File: src/rtl/mips_pipe_pkg.sv
// ---------------------------------------------------------------------------
// mips_pipe_pkg : shared MEM-stage types and constants.  Rev 1.0
// ---------------------------------------------------------------------------
`default_nettype none

package mips_pipe_pkg;

  typedef enum logic [0:0] {
    IDLE = 1'b0,
    WAIT = 1'b1
  } mem_state_t;

  typedef enum logic [1:0] {
    FAULT_NONE     = 2'b00,
    FAULT_MISALIGN = 2'b01,
    FAULT_TIMEOUT  = 2'b10,
    FAULT_CONFLICT = 2'b11
  } mem_fault_t;

  localparam int c_default_timeout = 16;

endpackage : mips_pipe_pkg

`default_nettype wire

File: src/rtl/mem_perf_counters.sv
// ---------------------------------------------------------------------------
// mem_perf_counters : wrapping load/store/stall event counters.  Rev 1.0
// ---------------------------------------------------------------------------
`default_nettype none

module mem_perf_counters (
  input  logic        clk,
  input  logic        rst,
  input  logic        i_load_inc,
  input  logic        i_store_inc,
  input  logic        i_stall_inc,
  output logic [31:0] o_load_count,
  output logic [31:0] o_store_count,
  output logic [31:0] o_stall_count
);

  logic [31:0] r_load_count;
  logic [31:0] r_store_count;
  logic [31:0] r_stall_count;

  always_ff @(posedge clk) begin
    if (rst) begin
      r_load_count  <= 32'd0;
      r_store_count <= 32'd0;
      r_stall_count <= 32'd0;
    end else begin
      if (i_load_inc)  r_load_count  <= r_load_count  + 32'd1;
      if (i_store_inc) r_store_count <= r_store_count + 32'd1;
      if (i_stall_inc) r_stall_count <= r_stall_count + 32'd1;
    end
  end

  assign o_load_count  = r_load_count;
  assign o_store_count = r_store_count;
  assign o_stall_count = r_stall_count;

endmodule : mem_perf_counters

`default_nettype wire

File: src/rtl/mem_access_stage.sv
// ---------------------------------------------------------------------------
// mem_access_stage : MIPS MEM stage - dmem handshake FSM, stall, MEM/WB reg.
// Rev 1.0
// ---------------------------------------------------------------------------
`default_nettype none

module mem_access_stage
  import mips_pipe_pkg::*;
#(
  parameter int TIMEOUT_CYCLES = c_default_timeout
) (
  input  logic        clk,
  input  logic        reset,
  input  logic [31:0] ULAout_in,
  input  logic [31:0] write_data_in,
  input  logic        zero_in,
  input  logic        branch_in,
  input  logic [31:0] pc_branch_in,
  input  logic [4:0]  write_reg_in,
  input  logic        regwrite_in,
  input  logic        memtoreg_in,
  input  logic        memread_in,
  input  logic        memwrite_in,
  output logic        dmem_req,
  output logic        dmem_we,
  output logic [31:0] dmem_addr,
  output logic [31:0] dmem_wdata,
  input  logic        dmem_ack,
  input  logic [31:0] dmem_rdata,
  output logic        stall,
  output logic        pcsrc,
  output logic [31:0] pc_branch_out,
  output logic [31:0] readdata_out,
  output logic [31:0] ULAout_out,
  output logic [4:0]  write_reg_out,
  output logic        regwrite_out,
  output logic        memtoreg_out,
  output logic        wb_valid,
  output logic [1:0]  fault_out,
  output logic [31:0] load_count,
  output logic [31:0] store_count,
  output logic [31:0] stall_count
);

  localparam logic [7:0] c_timeout = 8'(TIMEOUT_CYCLES);

  mem_state_t  r_state;
  logic [7:0]  r_wait_cnt;

  logic        w_conflict;
  logic        w_mem_op;
  logic        w_misalign;
  logic        w_issue;
  logic        w_timed_out;
  logic        w_acked;
  logic        w_is_load;
  logic        w_is_store;
  mem_fault_t  w_fault;

  logic [31:0] r_readdata;
  logic [31:0] r_ulaout;
  logic [4:0]  r_write_reg;
  logic        r_regwrite;
  logic        r_memtoreg;
  logic        r_wb_valid;
  mem_fault_t  r_fault;

  assign w_conflict  = memread_in & memwrite_in;
  assign w_mem_op    = memread_in ^ memwrite_in;
  assign w_misalign  = w_mem_op & (ULAout_in[1:0] != 2'b00);
  assign w_issue     = w_mem_op & ~w_misalign;
  assign w_is_load   = memread_in & ~memwrite_in;
  assign w_is_store  = memwrite_in & ~memread_in;
  // Timeout fires on the WAIT cycle whose count equals the limit; that cycle
  // completes rather than stalls, giving TIMEOUT_CYCLES+1 stalled cycles.
  assign w_timed_out = (r_state == WAIT) && (r_wait_cnt == c_timeout);

  assign dmem_req   = ((r_state == IDLE) & w_issue) | (r_state == WAIT);
  assign dmem_we    = memwrite_in;
  assign dmem_addr  = ULAout_in;
  assign dmem_wdata = write_data_in;
  assign w_acked    = dmem_req & dmem_ack;

  assign stall = ((r_state == IDLE) & w_issue & ~dmem_ack) |
                 ((r_state == WAIT) & ~dmem_ack & ~w_timed_out);

  assign pcsrc         = branch_in & zero_in;
  assign pc_branch_out = pc_branch_in;

  always_comb begin
    w_fault = FAULT_NONE;
    if (w_conflict)
      w_fault = FAULT_CONFLICT;
    else if (w_misalign)
      w_fault = FAULT_MISALIGN;
    else if (w_timed_out && !dmem_ack)
      w_fault = FAULT_TIMEOUT;
  end

  always_ff @(posedge clk) begin
    if (reset) begin
      r_state    <= IDLE;
      r_wait_cnt <= 8'd0;
    end else begin
      case (r_state)
        IDLE: begin
          if (w_issue && !dmem_ack) begin
            r_state    <= WAIT;
            r_wait_cnt <= 8'd0;
          end
        end
        WAIT: begin
          if (dmem_ack || w_timed_out) begin
            r_state    <= IDLE;
            r_wait_cnt <= 8'd0;
          end else begin
            r_wait_cnt <= r_wait_cnt + 8'd1;
          end
        end
        default: begin
          r_state    <= IDLE;
          r_wait_cnt <= 8'd0;
        end
      endcase
    end
  end

  always_ff @(posedge clk) begin
    if (reset || stall) begin
      r_readdata  <= 32'd0;
      r_ulaout    <= 32'd0;
      r_write_reg <= 5'd0;
      r_regwrite  <= 1'b0;
      r_memtoreg  <= 1'b0;
      r_wb_valid  <= 1'b0;
      r_fault     <= FAULT_NONE;
    end else begin
      r_readdata  <= (w_is_load && w_acked) ? dmem_rdata : 32'd0;
      r_ulaout    <= ULAout_in;
      r_write_reg <= write_reg_in;
      r_regwrite  <= regwrite_in & (w_fault == FAULT_NONE);
      r_memtoreg  <= memtoreg_in;
      r_wb_valid  <= 1'b1;
      r_fault     <= w_fault;
    end
  end

  assign readdata_out  = r_readdata;
  assign ULAout_out    = r_ulaout;
  assign write_reg_out = r_write_reg;
  assign regwrite_out  = r_regwrite;
  assign memtoreg_out  = r_memtoreg;
  assign wb_valid      = r_wb_valid;
  assign fault_out     = r_fault;

  mem_perf_counters u_perf (
    .clk           (clk),
    .rst           (reset),
    .i_load_inc    (w_acked & w_is_load),
    .i_store_inc   (w_acked & w_is_store),
    .i_stall_inc   (stall),
    .o_load_count  (load_count),
    .o_store_count (store_count),
    .o_stall_count (stall_count)
  );

endmodule : mem_access_stage

`default_nettype wire

File: config.mk
export PLATFORM = sky130hd
export DESIGN_NAME = mem_access_stage
export DESIGN_NICKNAME = d
export VERILOG_FILES = /design/src/rtl/mips_pipe_pkg.sv /design/src/rtl/mem_perf_counters.sv /design/src/rtl/mem_access_stage.sv
export SDC_FILE = /design/constraint.sdc
export NUM_CORES = 1
export LEC_CHECK = 0
export CORE_AREA = 2 2 158 160
export DETAILED_ROUTE_END_ITERATION = 8
export DIE_AREA = 0 0 160 162
export DONT_BUFFER_PORTS = 1
export REMOVE_ABC_BUFFERS = 1
export SYNTH_ARGS = -nofsm -noshare
export SYNTH_HDL_FRONTEND = slang
export SYNTH_SLANG_ARGS = --single-unit
File: constraint.sdc
create_clock -name clk -period 4.1 [get_ports clk]
set_input_delay 0.82 -clock clk [delete_from_list [all_inputs] [get_ports clk]]
set_output_delay 0.82 -clock clk [all_outputs]
set_load 0.02 [all_outputs]
# Word-level counts from Yosys, hierarchy flattened
# Index checks and enable logic that the tools add are counted.
# word_totals
register_bits	179
in_bits	142
output_inout_bits	270
elab_cells	62
# classes
addsub	4
n_eq_ne	2
muxes	10
bitwise	24
n_reduce_logical	10
# op_table
operator	count
$add A32 B1 Y32 const B	3
$mux W8	2
$pmux W8 S2	1
$and A1 B1 Y1	14
$add A8 B1 Y8 const B	1
$eq A8 B5 Y1 const B	1
$not A1 Y1	7
$mux W2	3
$logic_and A1 B1 Y1	4
$mux W1	3
$logic_not A2 Y1	1
$logic_or A1 B1 Y1	2
$ne A2 B1 Y1 const B	1
$or A1 B1 Y1	2
$pmux W1 S2	1
$reduce_bool A2 Y1	1
$reduce_or A2 Y1	1
$logic_not A1 Y1	1
$xor A1 B1 Y1	1

# Longest topological paths before layout
# Gate-level depths: netlist of the first run.
# logic_depth
depth_word	10
depth_mapped	9

# By module
# Synthesis of the first run repeated with hierarchy kept, for this count alone.
# hier_totals
hier_cells	861
area_unflattened_um2	7837.5
# by_module_without_submodules
mod	n_inst	cells_per_inst	area_each_um2	seq_area_each_um2
mem_perf_counters	1	531	4513.1	1921.8
mem_access_stage	1	330	3324.4	1661.6

# Worst setup path after synthesis of the first run
# OpenSTA, ideal clock, no wires.
# synth_timing
path_type	input port to output port
from	input memread_in
to	output stall
t_arrival_ns	2.006
required_ns	3.280
slack_ns	1.274
cell_stages	6
n_path_buf	1
cell_sequence	inv_1 -> ha_1 -> nor3_4 -> o221ai_2 -> inv_2 -> buf_2
# synth_via
elab_chain_len	7
# synth_rtl
item	line	source
from (decl)	mem_access_stage.sv:22	input logic memread_in,
$xor A1 B1 Y1 *	mem_access_stage.sv:69	assign w_mem_op = memread_in ^ memwrite_in;
$and A1 B1 Y1	mem_access_stage.sv:70	assign w_misalign = w_mem_op & (ULAout_in[1:0] != 2'b00);
$not A1 Y1	mem_access_stage.sv:71	assign w_issue = w_mem_op & ~w_misalign;
$and A1 B1 Y1 *	mem_access_stage.sv:71	
$and A1 B1 Y1 * (2 in series)	mem_access_stage.sv:84	assign stall = ((r_state == IDLE) & w_issue & ~dmem_ack) |
$or A1 B1 Y1 *	mem_access_stage.sv:84	
to (decl)	mem_access_stage.sv:30	output logic stall,
# Mark *: on every way between the ends. The rest lies on a longest branch, timed or not.

# Worst setup path after layout of the first run
# layout_timing
from	register r_state
to	output stall
# layout_via
elab_chain_len	4
# layout_rtl
item	line	source
from (decl)	mem_access_stage.sv:47	mem_state_t r_state;
from (signal assigned)	mem_access_stage.sv:102	r_state <= IDLE;
from (signal assigned)	mem_access_stage.sv:108	r_state <= WAIT;
from (signal assigned)	mem_access_stage.sv:114	r_state <= IDLE;
$not A1 Y1 or $logic_and A1 B1 Y1 (tied branches)	n/a	
$and A1 B1 Y1 or $not A1 Y1 (tied branches)	mem_access_stage.sv:84, mem_access_stage.sv:85	
$and A1 B1 Y1 (on tied branches)	mem_access_stage.sv:84, mem_access_stage.sv:85	
$or A1 B1 Y1 *	mem_access_stage.sv:84	
# Marked as above.

==> results of run 1 <==
[through the flow]
stage | cell area, sq um | setup slack (ps) | std cells | util, %
after detailed placement | 7280 | 877 | 1048 | 30.2
after floorplan | 6820 | 788 | 718 | -
after CTS | 7900 | 1070 | 1080 | 32.8
after global placement | 7280 | 899 | 1048 | 30.2
final | 7900 | 1130 | 1081 | 32.8
after global routing | 7900 | 979 | 1080 | 32.8
[sequential cells by signal, indices dropped and copies added, names as in the netlist]
name                  flops
ULAout_out               32
readdata_out             32
u_perf.o_load_count      32
u_perf.o_stall_count     32
u_perf.o_store_count     32
r_wait_cnt                8
write_reg_out             5
fault_out                 2
memtoreg_out              1
r_state                   1
regwrite_out              1
wb_valid                  1
[layout make-up]
class | instances | share of cell area (%)
diodes | 1 | 0.0317
clock buffers | 19 | 5.61
clock inverters | 13 | 2.20
inverters | 17 | 0.808
multi-input cells | 522 | 40.3
flip-flops and latches | 179 | 45.4
well taps | 324 | 5.13
repair buffers | 6 | 0.570
[layer usage]
layer | vias to the layer above | global-route usage (%) | wire length, um
met2 | 421 | 23.5 | 9630
met4 | 8 | 4.42 | 294
met5 | - | 8.52 | 269
li1 | 2639 | - | -
met3 | 34 | 18.9 | 5090
met1 | 2708 | 21.1 | 9640
[cells by family (layout without fill, tap and decap cells)]
logic type	Yosys count	in the layout
adder cells (fa/ha/maj)	8	8
XOR/XNOR	63	63
other	0	1
AND/OR/NAND/NOR	361	361
buffers and inverters	151	55
flip-flops	179	179
AO/OA/AOI/OAI	90	90
[placed cells by master (no fill, tap or decap), drive strengths merged, types with 3 or more instances in the layout]
master,Yosys,final
dfxtp,179,179
nor2,75,75
and3,48,48
xnor2,43,43
nand2,38,38
a21oi,38,38
and2,35,35
nand4,34,34
nand3,32,32
nor3,29,29
o21ai,26,26
or3,24,24
xor2,20,20
inv,17,20
clkbuf,32,19
nor4,18,18
and4,13,13
ha,8,8
buf,102,6
o31ai,5,5
or4,5,5
clkinv,0,5
or2,3,3
o21a,3,3
o211a,3,3
bufinv,0,3
[power groups by stage]
stage / logic (mW) / registers (mW) / clock network, mW
detailed placement: 0.0655 / 1.86 / 0
global placement: 0.0650 / 1.86 / 0
floorplan: 0.0448 / 1.85 / 0
finish: 0.0650 / 1.82 / 1.72
CTS: 0.0656 / 1.82 / 1.78
global route: 0.0720 / 1.82 / 1.86
[synthesized netlist by cell type, types with 20 or more instances]
cell type and number:
buf_4 97, nand3_1 32, and3_1 48, nand2_1 38
nor3_1 27, xnor2_1 43, a21oi_1 38, clkbuf_1 29
nor2_1 75, o21ai_0 25, xor2_1 20, or3_1 23
and2_1 35, dfxtp_1 179, nand4_1 34
[how the worst min path moves through the flow]
stage	endpoint	cells after the start
detailed placement	r_wait_cnt[7]$_SDFFE_PP0P_	1
finish	u_perf.o_store_count[26]$_SDFFE_PP0P_	1
global placement	r_wait_cnt[7]$_SDFFE_PP0P_	1
CTS	u_perf.o_store_count[26]$_SDFFE_PP0P_	1
floorplan	r_wait_cnt[7]$_SDFFE_PP0P_	1
global route	u_perf.o_store_count[26]$_SDFFE_PP0P_	1
[worst max-delay path, stage by stage (launching register included)]
cell      delay, ps
dfxtp_1         620
or4bb_1         630
o221ai_4        240
inv_2           220
==> qor.yml, run 1 <==
grt:
  grt_start_max_net_pins: 107
  grt_usage_pct: 18.7
  overflow: 0
  grt_pass1_wl_um: 36100
  antenna_found_initial: 1
  grt_pass1_vias: 5287
logic_synthesis:
  synthMuxAreaShare_pct: 0
  syn-instance-count: 852
  synth-xor-area-share_pct: 7.17
  yosysTopAreaCellShare_pct: 46.6
  async_reset_ff_share_pct: 0
  synthSimpleGateAreaFrac_pct: 25.6
  synth_area_per_cell_sq_um: 9.03
  ys_seq_elements: 179
  ys_seq_area_share_pct: 46.6
  ys_warn_count: 0
  synth_area_leader_cell: "dfxtp_1"
  synth-compound-area-share_pct: 7.09
  synthFlopType: "dfxtp_1"
  synthDistinctLibCells: 48
  synthTopCellsByArea: "dfxtp_1 (47%), buf_4 (9.5%), xnor2_1 (4.9%)"
  synth-edff-count: 0
  synth_adder_area_share_pct: 1.30
  synth_top_family_by_area: "simple AND/OR/NAND/NOR gates"
  synth_area_sq_um: 7690
route:
  drtIter0Drc: 587
  wl_per_cell_um: 23.0
  drc: 0
  wl_um: 24900
  dr_total_vias: 5810
  firstDrtPassIters: 5
  ant_nets: 0
  via_per_inst: 5.37
layout:
  area_delta_synth_final_pct: 2.65
  drive_gt1_share_pct: 6.08
  regArea_sq_um: 3580
  multi_input_area_sq_um: 3180
  fill_cells: 2546
  layout.nets: 893
sta:
  setup-tns-final_ps: 0
  whs_ps: 460
  hold_viol: 0
  period_share_pct: 72.4
  rsz0062_at_grt: "false"
  min_period_ps: 2970
  slew_viol_final: 0
  worst_pin_slew_ps: 787
  max_freq_mhz: 337
  setup_violations: 0
  fin_worst_skew_ps: 11.3
  relSlewSlack_pct: 47.4
setup_path:
  rrSetupSlack_ps: 1470
  worstPathArrival_ps: 2150
  reg2reg_to: "regwrite_out$_SDFF_PN0_"
  r2r-start: "r_state$_SDFF_PP0_"
  end_kind: "primary output"
  crit_start: "r_state$_SDFF_PP0_"
  ff2ff_path_depth: 5
  critPathCapture: "stall"
  startpoint_type: "flip-flop"
  crit_fanout: 15
  crit_required_ps: 3280
  setup.worst_path.class: "flip-flop to primary output"
power:
  p_comb_share_pct: 1.8
  sw_frac_of_total_pct: 22.9
  intPower_mw: 2.78
  clock_power_share_pct: 47.8
  power-per-cell-area_nw_per_um2: 456
  p_switching_mw: 0.827
  p_leak_nw: 2.74
  vdd_drop_max_v: 0.000226
  total_power_mw: 3.61
  pwr-share-seq_pct: 50.4
clock_network:
  worstSkewPairLatency_ps: 420
  cts_resized: 0
  cts_max_level: 4
  cts_tree: "done"
  cts_setup_buffers: 0
  cts_buffers: 17
  cts_root_buf: "clkbuf_16"
  clk_pin_slew_ps: 70
  clock-sinks: 179
  cts-hold-fix-buffers: 0
  clockBufferDepth: 2
run:
  maxCapViolCount: 0
die:
  die_w_um: 160
  initial_utilization_pct: 31.9
  coreArea_sq_um: 24100
  num_rows: 57
  num_io_pins: 412
  die_area_sq_um: 25900
  die_y_um: 162
placement:
  gp_congestion: 0.747
  dpl.hpwl_um: 17900
  io_buffers: 0
hold_path:
  hold_path_class: "input port to flip-flop"
  worstHoldStart: "reset"
status:
  status: "completed"
No activity file was read; power rests on OpenSTA's default activity.
==> run 2, diff against run 1 <==
==> constraint.sdc (replaced) <==
create_clock -name clk -period 2.4 [get_ports clk]
set_input_delay 0.48 -clock clk [delete_from_list [all_inputs] [get_ports clk]]
set_output_delay 0.48 -clock clk [all_outputs]
set_load 0.02 [all_outputs]
==> qor.yml, run 2 (synthesis gave the netlist of run 1 again) <==
status:
  status: "completed"  # unchanged
clock_network:
  cts-hold-fix-buffers: 0  # unchanged
  cts_root_buf: "clkbuf_16"  # unchanged
  clockBufferDepth: 2  # unchanged
  clk_pin_slew_ps: 70  # about the same
  cts_tree: "done"  # unchanged
  worstSkewPairLatency_ps: 420  # about the same
  clock-sinks: 179  # unchanged
  cts_max_level: 4  # unchanged
  cts_buffers: 17  # unchanged
placement:
  gp_congestion: 0.767  # was 0.747
  placed_cell_area_sq_um: 7750  # was 7280 sq um
  io_buffers: 0  # unchanged
  preCtsSetupSlack_ps: -36.0  # was 877 ps
  dpl.hpwl_um: 18400  # was 17900 um
die:
  coreArea_sq_um: 24100  # unchanged
  die_y_um: 162  # unchanged
  num_io_pins: 412  # unchanged
  die_w_um: 160  # unchanged
  num_rows: 57  # unchanged
  die_area_sq_um: 25900  # unchanged
  initial_utilization_pct: 31.9  # unchanged
sta:
  whs_ps: 125  # was 460 ps
  hold_viol: 0  # unchanged
  relSlewSlack_pct: 58.2  # was 47.4%
  rsz0062_at_grt: "true"  # was false
  setup-tns-final_ps: 0  # unchanged
  max_freq_mhz: 427
  min_period_ps: 2340
  setup_violations: 0  # unchanged
  fin_worst_skew_ps: 11.3  # about the same
  period_share_pct: 97.6
  slew_viol_final: 0  # unchanged
  worst_pin_slew_ps: 626  # was 787 ps
  worst_slack_ps: 57.8  # was 1130 ps
setup_path:
  rrSetupSlack_ps: 260  # was 1470 ps
  crit_fanout: 7  # was 15
  worstPathArrival_ps: 1860  # was 2150 ps
  r2r-start: "r_wait_cnt[0]$_SDFFE_PP0P_"  # was r_state$_SDFF_PP0_
  setup.worst_path.class: "flip-flop to primary output"  # unchanged
  startpoint_type: "flip-flop"  # unchanged
  end_kind: "primary output"  # unchanged
  reg2reg_to: "u_perf.o_stall_count[24]$_SDFFE_PP0P_"  # was regwrite_out$_SDFF_PN0_
  ff2ff_path_depth: 10  # was 5
  crit_required_ps: 1920  # was 3280 ps
layout:
  final_common_cell: "dfxtp_1"  # unchanged
  layout_common_cells: "dfxtp_1 (176), nor2_1 (75), buf_4 (69), and3_1 (48), xnor2_1 (43)"  # was dfxtp_1 (179), nor2_1 (75), and3_1 (48), xnor2_1 (43)
  area_delta_synth_final_pct: 9.90  # was 2.65%
  fill_cells: 2501  # was 2546
  regArea_sq_um: 3590  # was 3580 sq um
  layout.nets: 960  # was 893
  drive_gt1_share_pct: 14.3  # was 6.08%
  multi_input_area_sq_um: 3190  # was 3180 sq um
  design_area_sq_um: 8460  # was 7900 sq um
route:
  top_layer_used: "met5"  # unchanged
  dr_total_vias: 6022  # was 5810
  firstDrtPassIters: 5  # unchanged
  ant_nets: 0  # unchanged
  drc: 0  # unchanged
  wl_met1_um: 10000  # was 9640 um
  via_per_inst: 5.24  # was 5.37
  drtIter0Drc: 598  # was 587
  wl_met2_um: 9770  # was 9630 um
  routed-wl-met3_um: 4670  # was 5090 um
  wl_um: 25000  # was 24900 um
  wl_per_cell_um: 21.8  # was 23.0 um
power:
  p_switching_mw: 1.45  # was 0.827 mW
  power-per-cell-area_nw_per_um2: 722  # was 456 nW/um^2
  total_power_mw: 6.11  # was 3.61 mW
  vdd_drop_max_v: 0.000429  # was 0.000226 V
  sw_frac_of_total_pct: 23.8  # was 22.9%
  pwr-share-seq_pct: 50.8  # was 50.4%
  p_comb_share_pct: 2.3  # was 1.8%
  p_leak_nw: 3.11  # was 2.74 nW
  intPower_mw: 4.66  # was 2.78 mW
  clock_power_share_pct: 47.0  # was 47.8%
run:
  maxCapViolCount: 0  # unchanged
grt:
  grt_usage_pct: 18.8  # was 18.7%
  grt_pass1_vias: 5548  # was 5287
  grt_pass1_wl_um: 36600  # was 36100 um
  grt_start_max_net_pins: 107  # unchanged
  overflow: 0  # unchanged
  antenna_found_initial: 2  # was 1
hold_path:
  holdPathStages: 1  # unchanged
  worstHoldStart: "reset"  # unchanged
  worst_hold_path.endpoint: "u_perf.o_store_count[26]$_SDFFE_PP0P_"  # unchanged
  hold_path_class: "input port to flip-flop"  # unchanged
## run 2: cell types whose count changed in the layout (fill, tap and decap cells not counted), moves of 2 or more
cell,previous run,this run
clkinv_4,4,1
buf_4,6,69
buf_12,0,3
dfxtp_1,179,176
dfxtp_2,0,3
inv_8,1,3
inv_6,2,5
## run 2: how the worst max path moves through the flow
stage | startpoint | end | slack (ps) | cells past startpoint
after floorplan | r_state$_SDFF_PP0_ | u_perf.o_stall_count[31]$_SDFFE_PP0P_ | -590 | 6
after global placement | memread_in | u_perf.o_stall_count[28]$_SDFFE_PP0P_ | 30 | 9
after detailed placement | memread_in | u_perf.o_stall_count[24]$_SDFFE_PP0P_ | -40 | 9
after CTS | r_wait_cnt[0]$_SDFFE_PP0P_ | stall | 10 | 6
after global routing | r_wait_cnt[1]$_SDFFE_PP0P_ | stall | -60 | 6
final | r_wait_cnt[0]$_SDFFE_PP0P_ | stall | 60 | 6
## run 2: worst max-delay path: stages (launching register included)
cell and delay, ps:
dfxtp_2 320, inv_1 50, ha_1 130, or4bb_4 470, o221ai_4 230, inv_2 90, buf_12 150
## run 2: through the flow
stage	std cells	utilization [%]
after floorplan	718	-
after global placement	1108	32.2
after detailed placement	1108	32.2
after CTS	1147	35.1
after global routing	1147	35.1
final	1149	35.1
## run 2: metal layers
metal	vias up	GRT usage, %
met4	10	4.50
met5	-	7.77
met3	35	16.4
met2	418	24.5
li1	2779	-
met1	2780	22.1
## run 2: power groups by stage
stage          Clock [mW]  Combinational [mW]  Sequential [mW]
3_5_place_dp            0               0.125             3.17
6_report             2.87               0.138             3.10
3_3_place_gp            0               0.123             3.17
2_1_floorplan           0              0.0766             3.16
4_1_cts              2.97               0.139             3.10
5_1_grt              3.09               0.152             3.10
## run 2: repair_timing
item	4_1_cts	5_1_grt
setup endpoints to repair	1	1
gates cloned	1	0
resized for setup	7	1
pin swaps	1	0
buffers inserted	6	0
## run 2: final cells by class
class	count	area share, %
Antenna cell	2	0.0592
Clock buffer	18	5.07
Sequential cell	179	42.4
Clock inverter	14	1.97
Tap cell	324	4.79
Multi-Input combinational cell	522	37.7
Inverter	17	0.755
Timing Repair Buffer	73	7.22
